<file path="config.mk">
export PLATFORM = sky130hd
export DESIGN_NAME = square_motion_ctrl
export DESIGN_NICKNAME = d
export VERILOG_FILES = /design/src/rtl/square_motion_ctrl.sv
export SDC_FILE = /design/constraint.sdc
export NUM_CORES = 1
export LEC_CHECK = 0
export CORE_ASPECT_RATIO = 1.5
export CORE_MARGIN = 1.5
export CORE_UTILIZATION = 35
export CTS_CLUSTER_SIZE = 14
export DETAILED_ROUTE_END_ITERATION = 16
export SETUP_SLACK_MARGIN = 0.2
export SLEW_MARGIN = 15
export SYNTH_ARGS = -nofsm -noshare
export SYNTH_HDL_FRONTEND = slang
export SYNTH_SLANG_ARGS = --single-unit
</file>
<file path="constraint.sdc">
create_clock -name i_clk -period 2.4 [get_ports i_clk]
set_clock_uncertainty 0.1 [all_clocks]
set_input_delay 0.24 -clock i_clk [delete_from_list [all_inputs] [get_ports i_clk]]
set_output_delay 0.24 -clock i_clk [all_outputs]
set_load 0.05 [all_outputs]
</file>
<file path="src/rtl/square_motion_ctrl.sv">
// rtl/square_motion_ctrl.sv - per-frame bouncing-square position scheduler with double-buffered coordinates
module square_motion_ctrl #(
    parameter int CORDW  = 10,
    parameter int H_RES  = 640,
    parameter int V_RES  = 480,
    parameter int SIZE   = 200,
    parameter int X_INIT = 220,
    parameter int Y_INIT = 140
) (
    input  logic             i_clk,
    input  logic             i_rst,
    input  logic             i_frame,
    input  logic             i_run,
    input  logic [2:0]       i_speed,
    input  logic             i_recenter,
    output logic [CORDW-1:0] o_x0,
    output logic [CORDW-1:0] o_y0,
    output logic [CORDW-1:0] o_x1,
    output logic [CORDW-1:0] o_y1,
    output logic             o_update,
    output logic             o_bounce_x,
    output logic             o_bounce_y,
    output logic             o_missed
);

    localparam logic [CORDW:0]   MAXX    = (CORDW+1)'(H_RES - SIZE);
    localparam logic [CORDW:0]   MAXY    = (CORDW+1)'(V_RES - SIZE);
    localparam logic [CORDW-1:0] X0_INIT = CORDW'(X_INIT);
    localparam logic [CORDW-1:0] Y0_INIT = CORDW'(Y_INIT);
    localparam logic [CORDW-1:0] X1_INIT = CORDW'(X_INIT + SIZE - 1);
    localparam logic [CORDW-1:0] Y1_INIT = CORDW'(Y_INIT + SIZE - 1);
    localparam logic [CORDW-1:0] SZ_M1   = CORDW'(SIZE - 1);

    typedef enum logic [1:0] {
        ST_WAIT   = 2'd0,
        ST_MOVE_X = 2'd1,
        ST_MOVE_Y = 2'd2,
        ST_COMMIT = 2'd3
    } state_t;

    state_t           r_state;
    logic [2:0]       r_spd;
    logic [CORDW-1:0] r_sx;
    logic [CORDW-1:0] r_sy;
    logic             r_dir_x;
    logic             r_dir_y;
    logic             r_pend_bx;
    logic             r_pend_by;
    logic             r_recenter;
    logic [CORDW-1:0] r_x0;
    logic [CORDW-1:0] r_y0;
    logic [CORDW-1:0] r_x1;
    logic [CORDW-1:0] r_y1;
    logic             r_update;
    logic             r_bounce_x;
    logic             r_bounce_y;
    logic             r_missed;

    // One extra bit of headroom so x + spd cannot wrap past MAX
    logic [CORDW:0] w_spd_ext;
    logic [CORDW:0] w_x_ext;
    logic [CORDW:0] w_y_ext;
    logic [CORDW:0] w_x_inc;
    logic [CORDW:0] w_y_inc;
    logic [CORDW:0] w_x_dec;
    logic [CORDW:0] w_y_dec;
    logic           w_x_hit_hi;
    logic           w_x_hit_lo;
    logic           w_y_hit_hi;
    logic           w_y_hit_lo;
    logic           w_do_recenter;

    assign w_spd_ext  = {{(CORDW-2){1'b0}}, r_spd};
    assign w_x_ext    = {1'b0, r_sx};
    assign w_y_ext    = {1'b0, r_sy};
    assign w_x_inc    = w_x_ext + w_spd_ext;
    assign w_y_inc    = w_y_ext + w_spd_ext;
    assign w_x_dec    = w_x_ext - w_spd_ext;
    assign w_y_dec    = w_y_ext - w_spd_ext;
    assign w_x_hit_hi = (w_x_inc >= MAXX);
    assign w_y_hit_hi = (w_y_inc >= MAXY);
    assign w_x_hit_lo = (w_x_ext <= w_spd_ext);
    assign w_y_hit_lo = (w_y_ext <= w_spd_ext);
    assign w_do_recenter = r_recenter | i_recenter;

    always_ff @(posedge i_clk or negedge i_rst) begin
        if (!i_rst) begin
            r_state    <= ST_WAIT;
            r_spd      <= 3'd0;
            r_sx       <= X0_INIT;
            r_sy       <= Y0_INIT;
            r_dir_x    <= 1'b0;
            r_dir_y    <= 1'b0;
            r_pend_bx  <= 1'b0;
            r_pend_by  <= 1'b0;
            r_recenter <= 1'b0;
            r_x0       <= X0_INIT;
            r_y0       <= Y0_INIT;
            r_x1       <= X1_INIT;
            r_y1       <= Y1_INIT;
            r_update   <= 1'b0;
            r_bounce_x <= 1'b0;
            r_bounce_y <= 1'b0;
            r_missed   <= 1'b0;
        end else begin
            r_update   <= 1'b0;
            r_bounce_x <= 1'b0;
            r_bounce_y <= 1'b0;
            if (i_recenter) begin
                r_recenter <= 1'b1;
            end
            if (i_frame && (r_state != ST_WAIT)) begin
                r_missed <= 1'b1;
            end
            case (r_state)
                ST_WAIT: begin
                    if (i_frame && i_run) begin
                        r_spd     <= i_speed;
                        r_pend_bx <= 1'b0;
                        r_pend_by <= 1'b0;
                        r_state   <= ST_MOVE_X;
                    end
                end
                ST_MOVE_X: begin
                    if (!r_dir_x) begin
                        if (w_x_hit_hi) begin
                            r_sx      <= MAXX[CORDW-1:0];
                            r_dir_x   <= 1'b1;
                            r_pend_bx <= 1'b1;
                        end else begin
                            r_sx <= w_x_inc[CORDW-1:0];
                        end
                    end else begin
                        if (w_x_hit_lo) begin
                            r_sx      <= '0;
                            r_dir_x   <= 1'b0;
                            r_pend_bx <= 1'b1;
                        end else begin
                            r_sx <= w_x_dec[CORDW-1:0];
                        end
                    end
                    r_state <= ST_MOVE_Y;
                end
                ST_MOVE_Y: begin
                    if (!r_dir_y) begin
                        if (w_y_hit_hi) begin
                            r_sy      <= MAXY[CORDW-1:0];
                            r_dir_y   <= 1'b1;
                            r_pend_by <= 1'b1;
                        end else begin
                            r_sy <= w_y_inc[CORDW-1:0];
                        end
                    end else begin
                        if (w_y_hit_lo) begin
                            r_sy      <= '0;
                            r_dir_y   <= 1'b0;
                            r_pend_by <= 1'b1;
                        end else begin
                            r_sy <= w_y_dec[CORDW-1:0];
                        end
                    end
                    r_state <= ST_COMMIT;
                end
                ST_COMMIT: begin
                    // Recentre overrides whatever motion this pass produced
                    if (w_do_recenter) begin
                        r_sx       <= X0_INIT;
                        r_sy       <= Y0_INIT;
                        r_x0       <= X0_INIT;
                        r_y0       <= Y0_INIT;
                        r_x1       <= X1_INIT;
                        r_y1       <= Y1_INIT;
                        r_dir_x    <= 1'b0;
                        r_dir_y    <= 1'b0;
                        r_recenter <= 1'b0;
                    end else begin
                        r_x0       <= r_sx;
                        r_y0       <= r_sy;
                        r_x1       <= r_sx + SZ_M1;
                        r_y1       <= r_sy + SZ_M1;
                        r_bounce_x <= r_pend_bx;
                        r_bounce_y <= r_pend_by;
                    end
                    r_update <= 1'b1;
                    r_state  <= ST_WAIT;
                end
                default: r_state <= ST_WAIT;
            endcase
        end
    end

    assign o_x0       = r_x0;
    assign o_y0       = r_y0;
    assign o_x1       = r_x1;
    assign o_y1       = r_y1;
    assign o_update   = r_update;
    assign o_bounce_x = r_bounce_x;
    assign o_bounce_y = r_bounce_y;
    assign o_missed   = r_missed;

endmodule
</file>
=== Word-level counts from Yosys, hierarchy flattened ===
Index checks and enable logic that the tools add are counted.
Widths: inputs -> output; s select.

* Magnitude comparators: 4
* $add $sub $neg: 6
* Reduce and logical (&&, ||, !) cells: 13
* Eq/ne operators: 9
* Bitwise logic cells: 1
* Multiplexer cells: 40

{| class="wikitable"
|+ Operators by type and width
! cell !! number
|-
| $mux 10 || 10
|-
| $pmux 10 s2 || 2
|-
| $add 10x3->11 || 2
|-
| $ge 11x9->1 const B || 2
|-
| $mux 1 || 22
|-
| $add 10x8->10 const B || 2
|-
| $le 10x3->1 || 2
|-
| $sub 10x3->10 || 2
|-
| $ne 3x3->1 const B || 4
|-
| $reduce_bool 2->1 || 5
|-
| $pmux 1 s2 || 4
|-
| $pmux 2 s4 || 1
|-
| $reduce_and 4->1 || 2
|-
| $reduce_and 2->1 || 3
|-
| $eq 2x2->1 const B || 2
|-
| $ne 2x2->1 const B || 2
|-
| $eq 2x1->1 const B || 1
|-
| $logic_and 1x1->1 || 2
|-
| $logic_not 2->1 || 1
|-
| $mux 2 || 1
|-
| $or 1x1->1 || 1
|}

* Output and inout port bits: 44
* Input bits: 8
* Register bits: 74
* Word-level logic and storage cells: 90

=== Depth between registers and ports, before layout ===
Gate-level depths: netlist of run 1.

* Word-level depth: 5
* Mapped depth: 12
* Gate-level depth less buffers: 11

=== Worst setup path before layout of run 1 ===
Ideal clock, no wire load.

* Path kind: reg2reg
* Start: register r_spd[0]
* End: register r_sy[3]
* Slack: -174 ps
* Data arrival time: 2390 ps
* Required time: 2217 ps
* Stages on the path, launching flop included: 11
* Library setup time: 83 ps
* Path buffers: 1
* Period minus slack after synthesis: 2574 ps
* Cell sequence: dfrtp_1 -> ha_1 -> fa_1 -> nor2b_1 -> buf_2 -> nor3_1 -> o41ai_4 -> a31o_4 -> nor2_1 -> nor2_1 -> o32a_1

* Longest elaborated chain between the ends: 5
* Elaborated cells between the ends (all ways): 8
* Those cells by class: add/sub (2); order compare (2); mux (4)

{| class="wikitable"
|+ Ends and longest elaborated chain
! element !! line !! RTL
|-
| start: declaration || 42 || <nowiki>logic [2:0] r_spd;</nowiki>
|-
| start signal: assignment || 118 || <nowiki>r_spd <= i_speed;</nowiki>
|-
| $add 10x3->11 || 77 || <nowiki>assign w_y_inc = w_y_ext + w_spd_ext;</nowiki>
|-
| $ge 11x9->1 || 81 || <nowiki>assign w_y_hit_hi = (w_y_inc >= MAXY);</nowiki>
|-
| $mux 10 || 146 || <nowiki>if (w_y_hit_hi) begin</nowiki>
|-
| $mux 10 (*) || 145 || <nowiki>if (!r_dir_y) begin</nowiki>
|-
| $pmux 10 s2 (*) || 115 || <nowiki>case (r_state)</nowiki>
|-
| end signal: assignment || 147 || <nowiki>r_sy <= MAXY[CORDW-1:0];</nowiki>
|-
| end signal: assignment || 151 || <nowiki>r_sy <= w_y_inc[CORDW-1:0];</nowiki>
|-
| end signal: assignment || 159 || <nowiki>r_sy <= w_y_dec[CORDW-1:0];</nowiki>
|-
| end: declaration || 44 || <nowiki>logic [CORDW-1:0] r_sy;</nowiki>
|}

Mark *: on every way between the ends. The rest lies on a longest branch, timed or not.
A chain may end at the register's enable or synchronous reset.

=== Worst setup path in the final report of run 1 ===
* Start: register r_sy[0]
* End: register r_sy[7]

* Longest elaborated chain between the ends: 5
* Elaborated cells between the ends (all ways): 8
* Those cells by class: add/sub (2); order compare (2); mux (4)

{| class="wikitable"
|+ Ends and longest elaborated chain
! element !! line
|-
| $add 10x3->11 || 77
|-
| $ge 11x9->1 || 81
|-
| $mux 10 || 146
|-
| $mux 10 (*) || 145
|-
| $pmux 10 s2 (*) || 115
|}

Marks and branches as above.

==> metrics.md, run 1 <==
| Metric | Value |
|---|---|
| Overall fraction of global-route tracks in use | 22.4% |
| Number of max-cap violations | 0 |
| Synth Register Bits | 74 |
| Mapped Cells | 502 |
| TritonCTS clock tree | done |
| CP Data Arrival Time | 2.69 ns |
| Routed via count | 4400 |
| Required @ worst endpoint | 2.56 ns |
| Clock buffer depth | 2 |
| Fin crit share | 105% |
| CP Capture Type | register |
| H-tree Lvls | 3 |
| Reg-to-reg slack, setup | -0.12 ns |
| WL/cell | 18.8 um |
| Core Box Area | 13000 sq um |
| Largest net degree at the start of global routing | 44 |
| CP Class | register to register |
| Sequential area share after synthesis | 40.8% |
| Die Y | 144 um |
| Post-Synthesis Cell Area | 4620 sq um |
| Failing checks | negative setup slack |
| Worst skew pair latency | 0.34 ns |
| Final setup viols | 18 |
| Status | finished, violations left |
| Hold Startpoint | o_missed |
| Slew Viols, Final | 0 |
| Grt total ovfl | 0 |
| Hold path cells | 1 |
| GR Util met2 | 44.0% |
| Synth async-reset ratio | 100% |
| Relative slew slack | 61.2% |
| Filler cells | 1203 |
| Critical Path Max Stage Delay | 0.39 ns |
| Cell Rows | 51 |
| Num CTS Buffers | 9 |
| RSZ-0062 raised after global routing | yes |
| Clock network power share | 14.0% |
| Post-layout min period | 2.52 ns |
| Number of global-route vias before repair | 4577 |
| Root buffer cell | clkbuf_16 |
| Layout overhead on the synthesized area | 45.7% |
| Flop pwr share | 21.8% |
| Die ar. | 13900 sq um |
| DPL Wire Length | 11400 um |
| Worst Hold End | o_missed |
| Die W | 96.8 um |
| Post-synth top flop | dfrtp_1 |
| R2R Path End | r_sy[7] |
| DRT Pass-1 Iters | 4 |
| Crit path launch type | register |
| Met3 Usage GRT | 3.16% |
| Post-Syn Nets | 532 |
| ANT cells | 0 |
| Post-route setup slack | -0.124 ns |
| Starting density of the core | 35.7% |
| Gpl congestion | 0.973 |
| Most Used Layer, Global Route | met2 |
| Vias per cell | 5.47 |
| Worst-path cell chain | ha_2, fa_2, nor2b_4, o211ai_1, o41ai_4, a31o_4, nor3_4, buf_4, nand2_2, a2bb2oi_2 |
| Total chip power | 9.49 mW |
| CTS clock-pin slew for the worst setup and hold paths | 0.06 ns |
| Crit path max fanout | 7 |
| Switching power | 4.24 mW |
| Slew @ Worst Pin | 0.582 ns |
| Synth Warn # | 0 |
| Fin Setup TNS | -1.18 ns |
| Post-synth EDFFs | 0 |
| Worst R2R Path Depth | 10 |
| I/O pin total | 52 |
| Hold Violations, Final | 0 |
| R2r startpoint | r_sy[0] |
| Initial antenna violation count | 0 |
| Peak supply drop | 0.521 mV |
| Sequential cell area | 1890 sq um |
| Pleak | 2.87 nW |
| Clock Sink Count | 74 |
| Internal Pwr Total | 5.25 mW |
| Remaining DRCs | 0 |
| CP max-delay cell | dfrtp_1 |
| Number of port buffers | 51 |
| Final WL | 15100 um |
| Synth Area per Inst | 9.20 sq um |
| Share of cells above drive strength 1 | 36.9% |
| Synth unique cells | 68 |
| Global-route wire length before repair | 24200 um |
| Area of the multi-input gates | 2860 sq um |
| Iter 0 DRT Violations | 200 |
| Switching share of total power | 44.7% |
| Worst hold-check path type | register to register |
| Logic pwr share | 64.1% |
| Pwr dens | 1410 nW/um^2 |
| Fmax | 396 MHz |
| Antenna viol nets, final | 0 |
| Layout net count | 670 |
| GR met1 Demand/Resource | 22.2% |
## critical path, delay by kind of cell (launching register included)
| family | cells | cell delay (ns) |
|---|---|---|
| AO/OA/AOI/OAI | 4 | 0.75 |
| flip-flops | 1 | 0.39 |
| AND/OR/NAND/NOR | 3 | 0.51 |
| adder cells (fa/ha/maj) | 2 | 0.54 |
| buffers and inverters | 1 | 0.17 |
## power by group through the flow
stage / clock (mW) / sequential, mW / combinational (mW)
6_report: 1.33 / 2.07 / 6.09
5_1_grt: 1.41 / 2.11 / 6.53
4_1_cts: 1.36 / 2.06 / 5.80
3_5_place_dp: 0 / 2.06 / 5.14
3_3_place_gp: 0 / 2.06 / 5.10
2_1_floorplan: 0 / 2.44 / 2.70
## flip-flops by register name, summed over array words and instances, names as in the netlist, 2 cells and up
name     flops
r_spd        3
o_y0        10
r_state      2
o_y1        10
r_sy        10
o_x1        10
o_x0        10
r_sx        10
## Yosys cell counts, types with 5 or more instances
library cell,n,area share (%)
a21o_1,6,0.97
a21oi_1,34,3.7
a22o_1,19,3.6
a31oi_1,10,1.4
and3_1,6,0.81
buf_2,8,0.87
clkbuf_1,21,1.7
dfrtp_1,48,26
dfstp_2,26,15
ha_1,18,4.9
inv_1,24,1.9
nand2_1,36,2.9
nand3_1,12,1.3
nor2_1,53,4.3
nor2b_1,9,1.2
nor3_1,16,1.7
o211ai_1,6,0.97
o21ai_0,31,3.4
o22a_1,7,1.3
o22ai_1,5,0.68
or3_1,5,0.68
xnor2_1,17,3.2
xor2_1,8,1.5
## cell usage in the layout, fill, tap and decap left out, types with 4 or more instances in the layout
cell,Yosys,final
nor3_1,16,10
nor2_1,53,48
nand3_1,12,10
o21ai_1,1,12
a21oi_1,34,28
o211ai_1,6,6
fa_2,0,4
ha_4,0,7
ha_1,18,9
a31oi_1,10,10
buf_4,1,96
dfrtp_2,0,4
a21o_1,6,6
o32a_1,4,4
nor2_2,0,4
inv_1,24,18
clkdlybuf4s50_1,0,50
nor2b_1,9,6
a22o_1,19,19
o22a_1,7,7
buf_6,2,14
a21oi_2,0,6
clkbuf_16,0,10
dfstp_2,26,26
xor2_1,8,8
o21ai_0,31,19
and3_1,6,4
nand2_2,0,5
o22ai_1,5,4
nor3_2,1,5
nand2_1,36,31
xnor2_1,17,17
dfrtp_1,48,44
## area by class of cell
cell class	count	area share, %
Clock inverter	5	0.558
Tap cell	159	2.96
Inverter	24	1.45
Timing Repair Buffer	162	20.7
Clock buffer	11	3.77
Multi-Input combinational cell	369	42.5
Sequential cell	74	28.1
## timing repair
action,4_1_cts,5_1_grt
pin swaps,37,18
resized for setup,63,24
hold buffers,1,0
setup buffers,17,8
setup endpoints to repair,24,27
hold endpoints to repair,48,0
## cell families (layout without fill, tap and decap cells)
logic type | count (synthesis) | in the layout | synth area share (%)
AOI/OAI and AO/OA | 160 | 160 | 24.9
xor gates and xnor gates | 25 | 25 | 4.74
adders and majority gates | 22 | 22 | 6.61
buffers and inverters | 59 | 202 | 5.42
DFF | 74 | 74 | 40.8
muxes | 5 | 5 | 1.16
and+or+nand+nor | 157 | 157 | 16.4
## layer usage
metal	wire length, um	vias to the layer above
met5	0	-
met4	752	0
met1	5370	2145
met3	426	47
met2	8530	117
li1	-	2091
## how the worst max path moves through the flow
stage | slack [ns] | endpoint | from
global placement | -0.27 | r_sx[7] | r_sx[0]
global route | -0.24 | r_sx[4] | r_sx[0]
floorplan | -0.11 | r_sy[5] | r_sy[0]
CTS | -0.09 | r_sy[3] | r_sy[0]
detailed placement | -0.28 | r_sx[7] | r_sx[0]
finish | -0.12 | r_sy[7] | r_sy[0]
## through the flow
| step | cell area (sq um) | hold slack, ns | cells | utilization, % | setup WS (ns) |
|---|---|---|---|---|---|
| 2_1_floorplan | 4730 | -0.156 | 502 | - | -0.115 |
| 3_3_place_gp | 5900 | 0.192 | 762 | 45.6 | -0.274 |
| 3_5_place_dp | 5900 | 0.200 | 762 | 45.6 | -0.278 |
| 4_1_cts | 6580 | 0.364 | 796 | 50.8 | -0.0890 |
| 5_1_grt | 6730 | 0.392 | 804 | 52.0 | -0.235 |
| 6_report | 6730 | 0.356 | 804 | 52.0 | -0.124 |
Note: power is estimated with default switching activity, not from simulation.
==> run 2: changes to the inputs <==
--- a/config.mk
+++ b/config.mk
@@ -6,8 +6,8 @@
 export NUM_CORES = 1
 export LEC_CHECK = 0
 export CORE_ASPECT_RATIO = 1.5
-export CORE_MARGIN = 1.5
 export CORE_UTILIZATION = 35
+export CTS_CLUSTER_DIAMETER = 60
 export CTS_CLUSTER_SIZE = 14
 export DETAILED_ROUTE_END_ITERATION = 16
 export SETUP_SLACK_MARGIN = 0.2
==> metrics.md, run 2 (same netlist as run 1, synthesis figures left out) <==
| Metric | Value |
|---|---|
| Post-route setup slack | -0.0876 ns |
| Final WL | 14900 um |
| Cell Rows | 51 |
| Worst-path cell chain | inv_2, ha_4, inv_2, fa_2, a21o_1, a2111oi_4, buf_4, a31oi_1, nor2_1, a31oi_1, o22a_1 |
| H-tree Lvls | 3 |
| Pleak | 2.83 nW |
| Initial antenna violation count | 0 |
| Fmax | 402 MHz |
| Starting density of the core | 35.7% |
| CP Capture Type | register |
| Internal Pwr Total | 5.05 mW |
| Layout overhead on the synthesized area | 44.0% |
| Largest delay share family, worst path | compound AO/OA/AOI/OAI gates |
| Switching share of total power | 45.3% |
| TritonCTS clock tree | done |
| Critical Path Max Stage Delay | 0.46 ns |
| Num CTS Buffers | 9 |
| Most common cell after layout, fill and taps aside | buf_4 |
| Required @ worst endpoint | 2.57 ns |
| Routed via count | 4502 |
| Number of port buffers | 51 |
| Vias per cell | 5.66 |
| Global-route wire length before repair | 23800 um |
| Worst R2R Path Depth | 11 |
| Iter 0 DRT Violations | 199 |
| CTS clock-pin slew for the worst setup and hold paths | 0.06 ns |
| WL/cell | 18.8 um |
| Final Core Density | 51.4% |
| Switching power | 4.18 mW |
| CP max-delay cell | dfrtp_2 |
| Most frequent cells in the layout | 87 x buf_4, 50 x clkdlybuf4s50_1, 47 x nor2_1 |
| Core Box Area | 13000 sq um |
| Relative slew slack | 59.3% |
| Peak supply drop | 0.550 mV |
| RSZ-0062 raised after global routing | yes |
| Die ar. | 13700 sq um |
| Failing checks | negative setup slack |
| DRT Pass-1 Iters | 5 |
| Die Y | 143 um |
| Remaining DRCs | 0 |
| Final setup viols | 16 |
| Share of cells above drive strength 1 | 35.1% |
| I/O pin total | 52 |
| Die W | 95.8 um |
| Fin crit share | 104% |
| Antenna viol nets, final | 0 |
| Root buffer cell | clkbuf_16 |
| Status | finished, violations left |
| Largest net degree at the start of global routing | 44 |
| Overall fraction of global-route tracks in use | 23.3% |
| CP Buf/Inv Count | 3 |
| Grt total ovfl | 0 |
| Worst hold-check path type | primary input to asynchronous set/reset pin |
| Slew Viols, Final | 0 |
| Crit path depth | 11 |
| Logic pwr share | 63.5% |
| CP Data Arrival Time | 2.66 ns |
| Pwr dens | 1390 nW/um^2 |
| DPL Wire Length | 11000 um |
| Number of global-route vias before repair | 4500 |
| CP Class | register to register |
| Total chip power | 9.23 mW |
| Slew @ Worst Pin | 0.611 ns |
| Flop pwr share | 22.5% |
| Hold Violations, Final | 0 |
| Worst skew pair latency | 0.34 ns |
| Clock Sink Count | 74 |
| Clock network power share | 14.0% |
| Gpl congestion | 0.945 |
| Clock buffer depth | 2 |
| ANT cells | 0 |
| Number of max-cap violations | 0 |
| Crit path max fanout | 4 |
| Post-layout min period | 2.49 ns |
| Crit path launch type | register |
| Layout net count | 661 |
run 2: stage by stage:
| step | std cells | instance area (sq um) | hold slack, ns | worst slack [ns] | setup TNS, ns |
|---|---|---|---|---|---|
| after floorplan | 502 | 4730 | -0.156 | -0.115 | -0.604 |
| after global placement | 758 | 5890 | 0.182 | -0.204 | -2.59 |
| after detailed placement | 758 | 5890 | 0.185 | -0.309 | -3.78 |
| after CTS | 785 | 6550 | 0.361 | -0.0643 | -0.368 |
| after global routing | 795 | 6650 | 0.382 | -0.179 | -2.50 |
| final | 795 | 6650 | 0.338 | -0.0876 | -0.678 |
run 2: timing repair:
action,in CTS,in global routing
setup endpoints to repair,24,24
gates resized for setup,70,11
pin swaps,24,27
setup buffers,10,10
hold endpoints to repair,31,0
hold buffers,1,0
run 2: layout make-up:
type | instances | area, sq um
inverter | 24 | 97.6
timing repair buffer | 153 | 1340
fill | 1179 | 6300
tap | 159 | 199
multi-input combinational | 369 | 2850
clock inverter | 5 | 37.5
clock buffer | 11 | 243
sequential | 74 | 1890
run 2: final timing paths:
check | from | to | slack (ns)
setup / recovery | r_sx[0] | r_sx[3] | -0.09
hold / removal | i_rst | o_y0[6] | 0.34
setup reg to reg | r_sx[0] | r_sx[3] | -0.09
hold reg to reg | o_missed | o_missed | 0.35
max in group asynchronous | i_rst | o_x0[2] | 1.20
min in group i_clk | o_missed | o_missed | 0.35
run 2: power groups by stage:
| stage | Sequential [mW] | Clock, mW | Combinational (mW) |
|---|---|---|---|
| floorplan | 2.44 | 0 | 2.70 |
| global placement | 2.05 | 0 | 4.96 |
| detailed placement | 2.06 | 0 | 5.04 |
| CTS | 2.07 | 1.33 | 5.65 |
| global route | 2.12 | 1.38 | 6.28 |
| finish | 2.08 | 1.29 | 5.86 |
run 2: routing by layer:
layer,vias up,track usage [%],share of wire [%]
met5,-,0,0
met2,166,41.5,54
met3,55,4.15,4.2
met4,0,14.9,5.7
li1,2080,-,-
met1,2201,24.5,36
